## src/rtl/bargraph_pkg.sv

```systemverilog
// Shared types and constants for the bar graph serial receiver.
package bargraph_pkg;

   localparam int ROW_W           = 4;
   localparam int COLUMN_BITS_DEF = 48;
   // Pin bundle order: {blank, row[3:0], col, sclk, latch}
   localparam int PIN_W           = ROW_W + 4;
   localparam int PIN_LATCH       = 0;
   localparam int PIN_SCLK        = 1;
   localparam int PIN_COL         = 2;
   localparam int PIN_ROW_LO      = 3;
   localparam int PIN_BLANK       = PIN_ROW_LO + ROW_W;

   typedef enum logic {S_IDLE, S_SHIFT} rx_state_t;

   // Per-row side information presented alongside row_data
   typedef struct packed {
      logic             valid;
      logic             frame_start;
      logic [ROW_W-1:0] idx;
      logic             len_err;
      logic             blanked;
   } row_meta_t;

endpackage

```

## src/rtl/bargraph_sync.sv

```systemverilog
// Two-flop synchroniser with a history flop and registered rise strobe.
// sync_o is the history flop so the level is cycle-aligned with rise_o:
// a pin edge shows up on both outputs 3 clk later.
module bargraph_sync #(
   parameter int WIDTH = 1
) (
   input  logic             clk,
   input  logic             rst,
   input  logic [WIDTH-1:0] async_i,
   output logic [WIDTH-1:0] sync_o,
   output logic [WIDTH-1:0] rise_o
);

   logic [WIDTH-1:0] meta_q;
   logic [WIDTH-1:0] sync_q;
   logic [WIDTH-1:0] hist_q;
   logic [WIDTH-1:0] rise_q;

   // Synchronise, keep one cycle of history, register the rising-edge strobe
   always_ff @(posedge clk) begin
      if (rst) begin
         meta_q <= '0;
         sync_q <= '0;
         hist_q <= '0;
         rise_q <= '0;
      end else begin
         meta_q <= async_i;
         sync_q <= meta_q;
         hist_q <= sync_q;
         rise_q <= sync_q & ~hist_q;
      end
   end

   assign sync_o = hist_q;
   assign rise_o = rise_q;

endmodule

```

## src/rtl/bargraph_rx.sv

```systemverilog
// Receive-side decoder for the RGB bar graph serial interface.
// Deserialises col on sclk rising edges and emits one row word per latch.
// Optional statistics counters are built when BARGRAPH_RX_STATS_EN is defined.
// Handshake: row_valid is a one-cycle pulse with no back-pressure; row_* fields
// hold their value until the next row_valid.
module bargraph_rx
   import bargraph_pkg::*;
#(
   parameter int COLUMN_BITS = COLUMN_BITS_DEF,
   parameter int CNT_W       = 16
) (
   input  logic                   clk,
   input  logic                   rst,
   input  logic                   bg_blank,
   input  logic [ROW_W-1:0]       bg_row,
   input  logic                   bg_col,
   input  logic                   bg_sclk,
   input  logic                   bg_latch,
   output logic                   row_valid,
   output logic [ROW_W-1:0]       row_idx,
   output logic [COLUMN_BITS-1:0] row_data,
   output logic                   row_len_err,
   output logic                   row_blanked,
   output logic                   frame_start,
   output logic                   active,
   output logic [CNT_W-1:0]       frame_cnt,
   output logic [CNT_W-1:0]       err_cnt
);

   // bit counter must reach COLUMN_BITS+1 (saturated "too many" marker)
   localparam int            CW      = $clog2(COLUMN_BITS + 2);
   localparam logic [CW-1:0] CNT_FULL = CW'(COLUMN_BITS);
   localparam logic [CW-1:0] CNT_SAT  = CW'(COLUMN_BITS + 1);

   logic [PIN_W-1:0] pins_async;
   logic [PIN_W-1:0] pins_sync;
   logic [PIN_W-1:0] pins_rise;
   logic             unused_rise;

   logic             sclk_rise;
   logic             latch_rise;
   logic             col_s;
   logic             blank_s;
   logic [ROW_W-1:0] row_s;

   rx_state_t              state_q;
   logic                   active_q;
   logic [COLUMN_BITS-1:0] sr_q;
   logic [COLUMN_BITS-1:0] sr_d;
   logic [CW-1:0]          bit_cnt_q;
   logic [CW-1:0]          bit_cnt_d;
   logic [COLUMN_BITS-1:0] row_data_q;
   row_meta_t              meta_q;

   assign pins_async = {bg_blank, bg_row, bg_col, bg_sclk, bg_latch};

   bargraph_sync #(.WIDTH(PIN_W)) u_sync (
      .clk     (clk),
      .rst     (rst),
      .async_i (pins_async),
      .sync_o  (pins_sync),
      .rise_o  (pins_rise)
   );

   assign sclk_rise   = pins_rise[PIN_SCLK];
   assign latch_rise  = pins_rise[PIN_LATCH];
   assign col_s       = pins_sync[PIN_COL];
   assign blank_s     = pins_sync[PIN_BLANK];
   assign row_s       = pins_sync[PIN_ROW_LO +: ROW_W];
   assign unused_rise = ^{pins_rise[PIN_W-1:PIN_COL]};

   // Shift-path next state; applied before a coincident latch so that bit is kept
   always_comb begin
      sr_d      = sr_q;
      bit_cnt_d = bit_cnt_q;
      if (sclk_rise) begin
         sr_d      = {sr_q[COLUMN_BITS-2:0], col_s};
         bit_cnt_d = (bit_cnt_q == CNT_SAT) ? CNT_SAT : bit_cnt_q + CW'(1);
      end
   end

   // Receiver FSM, shift register, bit counter and registered row outputs
   always_ff @(posedge clk) begin
      if (rst) begin
         state_q    <= S_IDLE;
         active_q   <= 1'b0;
         sr_q       <= '0;
         bit_cnt_q  <= '0;
         row_data_q <= '0;
         meta_q     <= '0;
      end else begin
         meta_q.valid       <= 1'b0;
         meta_q.frame_start <= 1'b0;
         case (state_q)
            S_IDLE: begin
               if (sclk_rise && !latch_rise) begin
                  state_q  <= S_SHIFT;
                  active_q <= 1'b1;
               end
            end
            S_SHIFT: begin
               if (latch_rise) begin
                  state_q  <= S_IDLE;
                  active_q <= 1'b0;
               end
            end
            default: begin
               state_q  <= S_IDLE;
               active_q <= 1'b0;
            end
         endcase
         if (latch_rise) begin
            // A latch in either state emits a row, even with zero bits shifted
            row_data_q         <= sr_d;
            meta_q.valid       <= 1'b1;
            meta_q.frame_start <= (row_s == '0);
            meta_q.idx         <= row_s;
            meta_q.len_err     <= (bit_cnt_d != CNT_FULL);
            meta_q.blanked     <= blank_s;
            sr_q               <= '0;
            bit_cnt_q          <= '0;
         end else begin
            sr_q      <= sr_d;
            bit_cnt_q <= bit_cnt_d;
         end
      end
   end

   assign row_valid   = meta_q.valid;
   assign frame_start = meta_q.frame_start;
   assign row_idx     = meta_q.idx;
   assign row_len_err = meta_q.len_err;
   assign row_blanked = meta_q.blanked;
   assign row_data    = row_data_q;
   assign active      = active_q;

`ifdef BARGRAPH_RX_STATS_EN
   logic [CNT_W-1:0] frame_cnt_q;
   logic [CNT_W-1:0] err_cnt_q;

   // Frame and length-error counters, free-running with wrap
   always_ff @(posedge clk) begin
      if (rst) begin
         frame_cnt_q <= '0;
         err_cnt_q   <= '0;
      end else begin
         if (meta_q.frame_start) frame_cnt_q <= frame_cnt_q + CNT_W'(1);
         if (meta_q.valid && meta_q.len_err) err_cnt_q <= err_cnt_q + CNT_W'(1);
      end
   end

   assign frame_cnt = frame_cnt_q;
   assign err_cnt   = err_cnt_q;
`else
   assign frame_cnt = '0;
   assign err_cnt   = '0;
`endif

endmodule

```

## config.mk

```make
export PLATFORM = sky130hd
export DESIGN_NAME = bargraph_rx
export DESIGN_NICKNAME = d
export VERILOG_FILES = /design/src/rtl/bargraph_pkg.sv /design/src/rtl/bargraph_sync.sv /design/src/rtl/bargraph_rx.sv
export SDC_FILE = /design/constraint.sdc
export NUM_CORES = 1
export LEC_CHECK = 0
export CORE_MARGIN = 8
export CORE_UTILIZATION = 55
export CTS_CLUSTER_SIZE = 24
export DETAILED_ROUTE_END_ITERATION = 6
export GPL_ROUTABILITY_DRIVEN = 0
export PLACE_DENSITY = 0.84
export SYNTH_ARGS = -nofsm -noshare
export SYNTH_HDL_FRONTEND = slang
export SYNTH_HIERARCHICAL = 1
export SYNTH_SLANG_ARGS = --single-unit
```

## constraint.sdc

```tcl
create_clock -name clk -period 2.93 [get_ports clk]
set_clock_uncertainty 0.05 [all_clocks]
set_input_delay 0.586 -clock clk [delete_from_list [all_inputs] [get_ports clk]]
set_output_delay 0.586 -clock clk [all_outputs]
set_load 0.01 [all_outputs]
```

Yosys cells after proc, flatten, opt, wreduce, memory -nomap -nowiden
Cells that the tools add are included.
W data, S select, Z words.

storage, ports and cells
  flip-flop bits (word level) = 138
  input port bits = 10
  word-level logic and storage cells = 39

cells by class
  add/sub/neg operators = 1
  equality and inequality tests = 4
  muxes and demuxes = 10
  bitwise gates (word level) = 4
  reduce and logical (&&, ||, !) cells = 6

operators by type and width
  operator               count
  $mux W48               1
  $mux W6                2
  $mux W8                1
  $add A6 B1 Y6 const B  1
  $eq A6 B6 Y1 const B   1
  $ne A6 B6 Y1 const B   1
  $logic_not A4 Y1       1
  $mux W1                4
  $pmux W1 S2            2
  $reduce_or A2 Y1       2
  $and A2 B2 Y2          1
  $ne A2 B1 Y1 const B   1
  $ne A2 B2 Y1 const B   1
  $not A1 Y1             2
  $not A2 Y2             1
  $reduce_and A2 Y1      1
  $logic_and A1 B1 Y1    1
  $logic_not A1 Y1       1

Depth between registers and ports, before layout
Gate-level depths: netlist of the first run.

  depth in word-level cells = 5
  gate-level depth with buffers = 6
  mapped depth without buffers = 6

Cells and area by module
The synthesis of the first run kept the hierarchy.

by module, submodules not included
  module         instances  cells an instance  area an instance (sq um)  sequential area each (sq um)
  bargraph_rx    1          417                4217.8                    2242.2
  bargraph_sync  1          67                 877.1                     640.6

Worst setup path before layout of the first run
OpenSTA, ideal clock, no wires.

  path type = register -> register
  start point = reg bit_cnt_q[2]
  end point = reg meta_q (netlist bit row_len_err)
  arrival = 1.257 ns
  required time = 2.736 ns
  setup slack = 1.478 ns
  stages on the path, launching flop included = 6
  path buffers = 1
  period minus slack after synthesis = 1.452 ns
  path through = dfxtp_1 -> buf_4 -> nand4_2 -> or3_1 -> a211oi_2 -> a41oi_1

between the ends
  word-level cells in the longest chain between the ends = 4

ends and longest elaborated chain
  what                                           line                text
  from (decl)                                    bargraph_rx.sv:50   logic [CW-1:0] bit_cnt_q;
  from (signal assigned)                         bargraph_rx.sv:124  bit_cnt_q <= bit_cnt_d;
  $add A6 B1 Y6 or $eq A6 B6 Y1 (tied branches)  bargraph_rx.sv:78   bit_cnt_d = (bit_cnt_q == CNT_SAT) ? CNT_SAT : bit_cnt_q + CW'(1);
  $mux W6                                        bargraph_rx.sv:78
  $mux W6 (*)                                    bargraph_rx.sv:76   if (sclk_rise) begin
  $ne A6 B6 Y1 (*)                               bargraph_rx.sv:118  meta_q.len_err <= (bit_cnt_d != CNT_FULL);
  to (decl)                                      bargraph_rx.sv:53   row_meta_t meta_q;

Every way passes the cells marked *; elsewhere a longest branch is shown, timed or not.
A chain may end at the register's enable or synchronous reset.

Worst setup path in the final report of the first run
  start point = reg row_data_q[2], in the netlist row_data[2]
  end point = out row_data[2]

RTL lines
  what                    line                text
  from (decl)             bargraph_rx.sv:52   logic [COLUMN_BITS-1:0] row_data_q;
  from (signal assigned)  bargraph_rx.sv:114  row_data_q <= sr_d;
  to (decl)               bargraph_rx.sv:21   output logic [COLUMN_BITS-1:0] row_data,

No word-level cell between the ends.

==> results of run 1 <==
## placed cells by master (no fill, tap or decap), types with 2 or more instances in the layout
master,n
nand4_1,2
a21oi_1,2
nor3b_1,2
ha_1,2
clkbuf_16,16
mux2i_1,53
nand2_1,2
conb_1,32
buf_4,3
nor2b_1,26
clkinv_2,6
dfxtp_1,136
a211oi_1,48
clkbuf_1,4
inv_1,2
clkdlybuf4s50_1,65
dfxtp_4,2
xor2_1,4
clkbuf_8,2
nor3_1,2
nor2_1,108
## worst min path at each step
stage,to,slack (ns),cells after the start
6_report,u_sync/rise_o[1],0.33,1
5_1_grt,u_sync/rise_o[1],0.35,1
4_1_cts,u_sync/rise_o[1],0.33,1
3_5_place_dp,u_sync/rise_o[1],0.33,1
3_3_place_gp,u_sync/rise_o[0],0.32,1
2_1_floorplan,u_sync/rise_o[0],0.32,1
## report_power, final
part           switching (mW)  internal (mW)  total, mW
clock                   0.716           1.13       1.85
combinational           0.111         0.0901      0.202
sequential             0.0234           1.92       1.94
## per-stage QoR
stage | setup WS, ns | power, mW | util, % | instance area, sq um
after detailed placement | 0.9414 | 2.182 | 61.92 | 5400
after floorplan | 1.478 | 2.141 | - | 5041
after CTS | 0.8499 | 4.032 | 67.85 | 5917
after global placement | 0.9650 | 2.175 | 61.92 | 5400
final | 0.8707 | 3.990 | 67.85 | 5917
after global routing | 0.8248 | 4.140 | 67.85 | 5917
## sequential cells by signal (all words and copies together) (netlist names)
register / count
row_data: 48
sr_q: 48
u_sync/meta_q: 8
u_sync/sync_o: 8
u_sync/sync_q: 8
bit_cnt_q: 6
row_idx: 4
u_sync/rise_o: 2
active: 1
frame_start: 1
row_blanked: 1
row_len_err: 1
row_valid: 1
state_q: 1
## metal layers
| metal | vias to the layer above | wire length [microns] | track usage (%) |
|---|---|---|---|
| met4 | 0 | 89 | 5.586 |
| met2 | 73 | 4532 | 24.80 |
| met3 | 10 | 588 | 6.710 |
| met1 | 1495 | 3839 | 15.60 |
| met5 | - | 0 | 0 |
| li1 | 1631 | - | - |
## layout make-up
type,count,share of cell area (%)
flip-flops and latches,138,46.82
multi-input cells,297,30.58
repair buffers,69,11.46
clock buffers,22,7.486
well taps,108,2.284
clock inverters,9,1.248
inverters,2,0.1269
==> qor.yml, run 1 <==
placedCellCount: 614
hold_class: "flip-flop to flip-flop"
grt_pass1_vias: 3266
std_cell_rows: 34
clk_latency_ns: 0.51
antenna_found_initial: 0
rr_worst_depth: 4
period_needed_ns: 2.059
path_cells: "clkdlybuf4s50_1"
die_area_sq_um: 12240
wl_per_cell_microns: 14.03
grt-ovfl-total: 0
crit_type: "flip-flop to output pin"
core_sq_um: 8721
hold_viol_final: 0
cts-root-buf: "clkbuf_8"
ctsHoldBuffers: 0
cts_resized: 0
rrSetupSlack_ns: 1.06
peakVddDrop_mv: 0.4394
crit_path_top_delay_cell: "clkdlybuf4s50_1"
slowest_delay_ns: 0.56
arrival_ns: 1.42
cts_setup_buffers: 0
num_antenna_cells: 0
startpoint: "row_data[2]"
netlist_area_sq_um: 4925
numCtsBuffers: 17
cts_tree: "yes"
slew_viol_final: 0
grt_max_degree: 106
hold_slack_ns: 0.3298
via_count: 3209
leakage_nw: 2.120
start_kind: "flip-flop"
grtUsageTotal_pct: 14.67
die_y_microns: 110.6
initial_core_util_pct: 56.47
setup_viol: 0
routed_wl_microns: 9050
final_cells: 645
critical-path-top-delay-family: "buffers and inverters"
cp_data_required_time_ns: 2.29
timing.fmax_ghz: 0.4856
synthToLayoutAreaGrowth_pct: 20.15
grt_pass1_wl_microns: 15170
power.density_nw_per_um2: 674.3
multiInputGateArea_sq_um: 1809
tightestPinTransition_ns: 1.010
yosysWarnings: 6
rsz0062_at_grt: "no"
dr.pass1.iters: 4
drtAntennaViolNets: 0
die_w_microns: 110.6
min_period_over_period_pct: 70.28
port_buffers: 66
clock-sinks: 138
path_clk_slew_ns: 0.06
r2r_start: "u_sync/rise_o[1]"
drc_errors: 0
vias_per_cell: 4.975
register_area_sq_um: 2770
endpoint_kind: "output pin"
syn_avg_cell_area_sq_um: 10.43
cp_max_fo: 2
relSlewSlack_pct: 32.69
cts_max_level: 4
fillCellCount: 673
synthCells: 472
drive_gt1_share_pct: 6.890
status: "finished clean"
dp_hpwl_microns: 5725
r2r-end: "row_len_err"
worst-path-buf-inv: 1
setup_tns_ns: 0
drt-initial-drc-count: 102
worstHoldStart: "u_sync/sync_o[1]"
final_nets: 537
clockBufferDepth: 2
drv_cap: 0
cp_num_cells: 1
num_io_pins: 99
critPathCapture: "row_data[2]"
No activity file was read; power rests on OpenSTA's default activity.
==> inputs of run 2 (changes only) <==
--- a/config.mk
+++ b/config.mk
@@ -6,11 +6,11 @@
 export NUM_CORES = 1
 export LEC_CHECK = 0
 export CORE_MARGIN = 8
-export CORE_UTILIZATION = 55
+export CORE_UTILIZATION = 51
 export CTS_CLUSTER_SIZE = 24
 export DETAILED_ROUTE_END_ITERATION = 6
 export GPL_ROUTABILITY_DRIVEN = 0
-export PLACE_DENSITY = 0.84
+export PLACE_DENSITY = 0.79
 export SYNTH_ARGS = -nofsm -noshare
 export SYNTH_HDL_FRONTEND = slang
 export SYNTH_HIERARCHICAL = 1
==> constraint.sdc (replaced) <==
create_clock -name clk -period 2.1 [get_ports clk]
set_clock_uncertainty 0.05 [all_clocks]
set_input_delay 0.42 -clock clk [delete_from_list [all_inputs] [get_ports clk]]
set_output_delay 0.42 -clock clk [all_outputs]
set_load 0.01 [all_outputs]
==> run 2 against run 1 <==
Net effect:
- sequential power rose by 39%
- critical endpoint is now row_len_err
- die area is 6.7% higher
- sequential share of layout area decreased by 0.58 points
- largest power group unchanged
- hold slack improved by 0.0050 ns
==> qor.yml, run 2 (synthesized netlist as in run 1, its figures left out) <==
core_sq_um: 9594  # was 8721 sq um
timing.fmax_ghz: 0.5301
grtUsageTotal_pct: 13.51  # was 14.67%
vias_per_cell: 4.781  # was 4.975
setup_tns_ns: 0  # unchanged
most-common-layout-cells: "dfxtp_1 (136), nor2_1 (108), clkdlybuf4s50_1 (65)"  # unchanged
grt_max_degree: 106  # unchanged
final_common_cell: "dfxtp_1"  # unchanged
period_needed_ns: 1.886
critical-path-top-delay-family: "buffers and inverters"  # unchanged
r2r_start: "bit_cnt_q[2]"  # was u_sync/rise_o[1]
worst-path-buf-inv: 1  # unchanged
status: "finished clean"  # unchanged
drtAntennaViolNets: 0  # unchanged
grt-ovfl-total: 0  # unchanged
drc_errors: 0  # unchanged
placedCellCount: 641  # was 614
via_count: 3213  # was 3209
switching_share_pct: 22.04  # was 21.33%
drt-initial-drc-count: 139  # was 102
antenna_found_initial: 0  # unchanged
hold_class: "flip-flop to flip-flop"  # unchanged
pre_cts_slack_ns: 0.4675  # was 0.9414 ns
tightestPinTransition_ns: 0.7862  # was 1.010 ns
endpoint_kind: "output pin"  # unchanged
r2r-end: "row_len_err"  # unchanged
leakage_nw: 2.140  # was 2.120 nW
cts_setup_buffers: 0  # unchanged
wl_per_cell_microns: 12.72  # was 14.03 microns
final_nets: 539  # was 537
die_area_sq_um: 13060  # was 12240 sq um
cts_max_level: 4  # unchanged
slew_viol_final: 0  # unchanged
cts_tree: "yes"  # unchanged
die_w_microns: 114.3  # was 110.6 microns
p_int_mw: 4.394  # was 3.139 mW
slowest_delay_ns: 0.57  # was 0.56 ns
num_antenna_cells: 0  # unchanged
pwr-share-comb_pct: 5.1  # about the same
clock-sinks: 138  # unchanged
hold_slack_ns: 0.3347  # was 0.3298 ns
arrival_ns: 1.42  # about the same
path_cells: "clkdlybuf4s50_1"  # unchanged
power.density_nw_per_um2: 940.8  # was 674.3 nW/um^2
num_io_pins: 99  # unchanged
fillCellCount: 815  # was 673
hold_viol_final: 0  # unchanged
setup_viol: 0  # unchanged
clk_latency_ns: 0.51  # about the same
critPathCapture: "row_len_err"  # was row_data[2]
dr.pass1.iters: 5  # was 4
rrSetupSlack_ns: 0.48  # was 1.06 ns
placed_area_sq_um: 5459  # was 5400 sq um
initial_core_util_pct: 51.33  # was 56.47%
grt_pass1_wl_microns: 14230  # was 15170 microns
stdcell_area_sq_um: 5991  # was 5917 sq um
std_cell_rows: 36  # was 34
cts_resized: 0  # unchanged
p_sw_mw: 1.242  # was 850.9 uW
startpoint: "row_len_err"  # was row_data[2]
crit_path_top_delay_cell: "clkdlybuf4s50_1"  # unchanged
multiInputGateArea_sq_um: 1809  # unchanged
path_clk_slew_ns: 0.06  # about the same
final_cells: 672  # was 645
routed_wl_microns: 8548  # was 9050 microns
relSlewSlack_pct: 47.59  # was 32.69%
register_area_sq_um: 2770  # unchanged
cp_data_required_time_ns: 1.63  # was 2.29 ns
dp_hpwl_microns: 5524  # was 5725 microns
min_period_over_period_pct: 89.82
drive_gt1_share_pct: 7.607  # was 6.890%
clkPwrFrac_pct: 47.0  # was 46.3%
rsz0062_at_grt: "no"  # unchanged
die_y_microns: 114.3  # was 110.6 microns
numCtsBuffers: 17  # unchanged
crit_type: "flip-flop to output pin"  # unchanged
ctsHoldBuffers: 0  # unchanged
cts-root-buf: "clkbuf_8"  # unchanged
peakVddDrop_mv: 0.6829  # was 0.4394 mV
fin_ws_ns: 0.2137  # was 0.8707 ns
cp_num_cells: 1  # unchanged
port_buffers: 66  # unchanged
start_kind: "flip-flop"  # unchanged
rr_worst_depth: 4  # unchanged
synthToLayoutAreaGrowth_pct: 21.65  # was 20.15%
pwr-share-seq_pct: 47.9  # was 48.7%
cp_max_fo: 2  # unchanged
drv_cap: 0  # unchanged
clockBufferDepth: 2  # unchanged
grt_pass1_vias: 3190  # was 3266
==> run 2: cell count changes in the layout (fill, tap and decap cells not counted) <==
| cell | delta |
|---|---|
| inv_6 | +1 |
| inv_4 | +1 |
| buf_12 | +1 |
| clkinv_4 | +2 |
| buf_4 | +1 |
| clkinv_2 | -2 |
| clkbuf_1 | -2 |
==> run 2: through the flow <==
step,total power [mW],utilization [%]
final,5.636,62.44
after global routing,5.843,62.44
after CTS,5.693,62.44
after detailed placement,3.043,56.90
after global placement,3.038,56.90
after floorplan,2.988,-
==> run 2: worst min-delay path by stage <==
stage / start / endpoint / slack [ns] / cells past startpoint
2_1_floorplan: u_sync/sync_o[0] / u_sync/rise_o[0] / 0.32 / 1
4_1_cts: u_sync/sync_o[1] / u_sync/rise_o[1] / 0.34 / 1
5_1_grt: u_sync/sync_o[1] / u_sync/rise_o[1] / 0.36 / 1
3_3_place_gp: u_sync/sync_o[1] / u_sync/rise_o[1] / 0.32 / 1
3_5_place_dp: u_sync/sync_o[0] / u_sync/rise_o[0] / 0.32 / 1
6_report: u_sync/sync_o[1] / u_sync/rise_o[1] / 0.33 / 1
==> run 2: final cells by class <==
class / instances / share of cell area (%)
Inverter: 2 / 0.1253
Timing Repair Buffer: 71 / 11.78
Clock buffer: 20 / 7.268
Multi-Input combinational cell: 297 / 30.20
Tap cell: 133 / 2.778
Clock inverter: 11 / 1.608
Sequential cell: 138 / 46.24
==> run 2: power groups by stage <==
stage | clock [mW] | combinational [mW] | sequential [mW]
floorplan | 0 | 0.215 | 2.77
global placement | 0 | 0.282 | 2.76
detailed placement | 0 | 0.286 | 2.76
CTS | 2.70 | 0.288 | 2.70
global route | 2.82 | 0.316 | 2.71
finish | 2.65 | 0.285 | 2.70
==> run 2: per-layer routing <==
layer  track usage (%)  part of all wire (%)
met3             5.802                   6.9
met5                 0                     0
met1             14.68                    45
met4             6.122                   1.8
met2             22.40                    47
==> inputs of run 3 (changes only) <==
--- a/config.mk
+++ b/config.mk
@@ -5,8 +5,10 @@
 export SDC_FILE = /design/constraint.sdc
 export NUM_CORES = 1
 export LEC_CHECK = 0
+export CORE_ASPECT_RATIO = 0.6
 export CORE_MARGIN = 8
 export CORE_UTILIZATION = 51
+export CTS_CLUSTER_DIAMETER = 50
 export CTS_CLUSTER_SIZE = 24
 export DETAILED_ROUTE_END_ITERATION = 6
 export GPL_ROUTABILITY_DRIVEN = 0
==> run 3 against run 2 <==
Net effect:
- sequential power is essentially flat
- global-route usage grew 0.83 points
- via count grew 0.53%
- clock power grew 20%
- register-to-register slack lost 0.02 ns
- final cell count shrank 0.30%
- fmax grew 4.9%
- design area grew 2.2%
- non-clock buffer count is the same
- critical path type unchanged
- critical endpoint is now row_data[25]
==> qor.yml, run 3 (synthesized netlist as in run 1, its figures left out) <==
power.density_nw_per_um2: 1008  # was 940.8 nW/um^2
grt_max_degree: 88  # was 106
pwr-share-seq_pct: 43.9  # was 47.9%
placedCellCount: 638  # was 641
hold_viol_final: 0  # unchanged
antenna_found_initial: 0  # unchanged
cts_resized: 0  # unchanged
cts-root-buf: "clkbuf_16"  # was clkbuf_8
switching_share_pct: 19.69  # was 22.04%
std_cell_rows: 27  # was 36
cp_data_required_time_ns: 1.63  # about the same
p_int_mw: 4.955  # was 4.394 mW
die_y_microns: 92.12  # was 114.3 microns
setup_tns_ns: 0  # unchanged
clk_latency_ns: 0.41  # was 0.51 ns
peakVddDrop_mv: 0.7577  # was 0.6829 mV
drive_gt1_share_pct: 7.407  # was 7.607%
initial_core_util_pct: 53.01  # was 51.33%
status: "finished clean"  # unchanged
cts_setup_buffers: 0  # unchanged
drt-initial-drc-count: 172  # was 139
pwr-share-comb_pct: 4.7  # was 5.1%
leakage_nw: 2.192  # was 2.140 nW
busiest_layer: "met2"  # unchanged
rsz0062_at_grt: "no"  # unchanged
vias_per_cell: 4.821  # was 4.781
most-common-layout-cells: "dfxtp_1 (136), nor2_1 (108), clkdlybuf4s50_1 (65)"  # unchanged
num_io_pins: 99  # unchanged
dr.pass1.iters: 5  # unchanged
crit_path_top_delay_cell: "clkdlybuf4s50_1"  # unchanged
clock-sinks: 138  # unchanged
drv_cap: 0  # unchanged
gr-usage-met2_pct: 22.91  # was 22.40%
wl_per_cell_microns: 13.96  # was 12.72 microns
setup_viol: 0  # unchanged
gr-usage-met1_pct: 17.02  # was 14.68%
min_period_over_period_pct: 85.65  # was 89.82%
rrSetupSlack_ns: 0.46  # was 0.48 ns
period_needed_ns: 1.799  # was 1.886 ns
slew_viol_final: 0  # unchanged
final_common_cell: "dfxtp_1"  # unchanged
final_cells: 670  # was 672
core_sq_um: 9290  # was 9594 sq um
clockBufferDepth: 2  # unchanged
grt_pass1_wl_microns: 15130  # was 14230 microns
drtAntennaViolNets: 0  # unchanged
crit_type: "flip-flop to output pin"  # unchanged
cts_max_level: 4  # unchanged
timing.fmax_ghz: 0.5560  # was 0.5301 GHz
arrival_ns: 1.33  # was 1.42 ns
synthToLayoutAreaGrowth_pct: 24.31  # was 21.65%
grt_pass1_vias: 3083  # was 3190
path_clk_slew_ns: 0.05  # was 0.06 ns
slowest_delay_ns: 0.56  # was 0.57 ns
start_kind: "flip-flop"  # unchanged
hold_slack_ns: 0.3277  # was 0.3347 ns
numCtsBuffers: 17  # unchanged
port_buffers: 66  # unchanged
gr-usage-met3_pct: 4.863  # was 5.802%
grtUsageTotal_pct: 14.34  # was 13.51%
via_count: 3230  # was 3213
p_sw_mw: 1.215  # was 1.242 mW
cp_max_fo: 2  # unchanged
dp_hpwl_microns: 6088  # was 5524 microns
ctsHoldBuffers: 0  # unchanged
die_w_microns: 142.9  # was 114.3 microns
path_cells: "clkdlybuf4s50_1"  # unchanged
num_antenna_cells: 0  # unchanged
grt-ovfl-total: 0  # unchanged
routed_wl_microns: 9350  # was 8548 microns
cts_tree: "yes"  # unchanged
worst-path-buf-inv: 1  # unchanged
endpoint_kind: "output pin"  # unchanged
fillCellCount: 722  # was 815
drc_errors: 0  # unchanged
final_nets: 539  # unchanged
clkPwrFrac_pct: 51.4  # was 47.0%
die_area_sq_um: 13160  # was 13060 sq um
critical-path-top-delay-family: "buffers and inverters"  # unchanged
hold_class: "primary input to flip-flop"  # was flip-flop to flip-flop
run 3: stage by stage:
stage	utilization (%)	area [sq um]	power, mW	setup slack [ns]
6_report	65.90	6122	6.171	0.3015
5_1_grt	65.90	6122	6.367	0.2634
4_1_cts	65.90	6122	6.220	0.2990
3_5_place_dp	58.99	5480	3.055	0.5070
3_3_place_gp	58.99	5480	3.046	0.5630
2_1_floorplan	-	5041	2.988	0.6483
run 3: final cells by class:
class                   count  area [sq um]  share of cell area [%]
inverters                   2         7.507                  0.1226
flip-flops and latches    138          2770                   45.25
clock inverters             6         132.6                   2.166
clock buffers              26         509.2                   8.318
multi-input cells         297          1809                   29.55
repair buffers             71         730.7                   11.94
well taps                 130         162.7                   2.657
run 3: per-layer routing:
metal	vias to the layer above	wire (microns)	part of all wire, %
met3	13	601	6.4
met4	0	148	1.6
met1	1505	4356	47
met2	63	4243	45
li1	1649	-	-
met5	-	0	0
run 3: worst paths after layout:
path / startpoint / to / depth (start not counted)
hold reg to reg: u_sync/sync_o[0] / u_sync/rise_o[0] / 1
setup reg to reg: bit_cnt_q[2] / row_len_err / 4
setup / recovery: row_data[25] / row_data[25] / 1
hold / removal: rst / bit_cnt_q[1] / 3
run 3: power by group through the flow:
stage / clock network (mW) / logic [mW] / registers [mW]
final: 3.17 / 0.292 / 2.71
after global routing: 3.34 / 0.320 / 2.71
after CTS: 3.22 / 0.295 / 2.71
after detailed placement: 0 / 0.293 / 2.76
after global placement: 0 / 0.287 / 2.76
after floorplan: 0 / 0.215 / 2.77
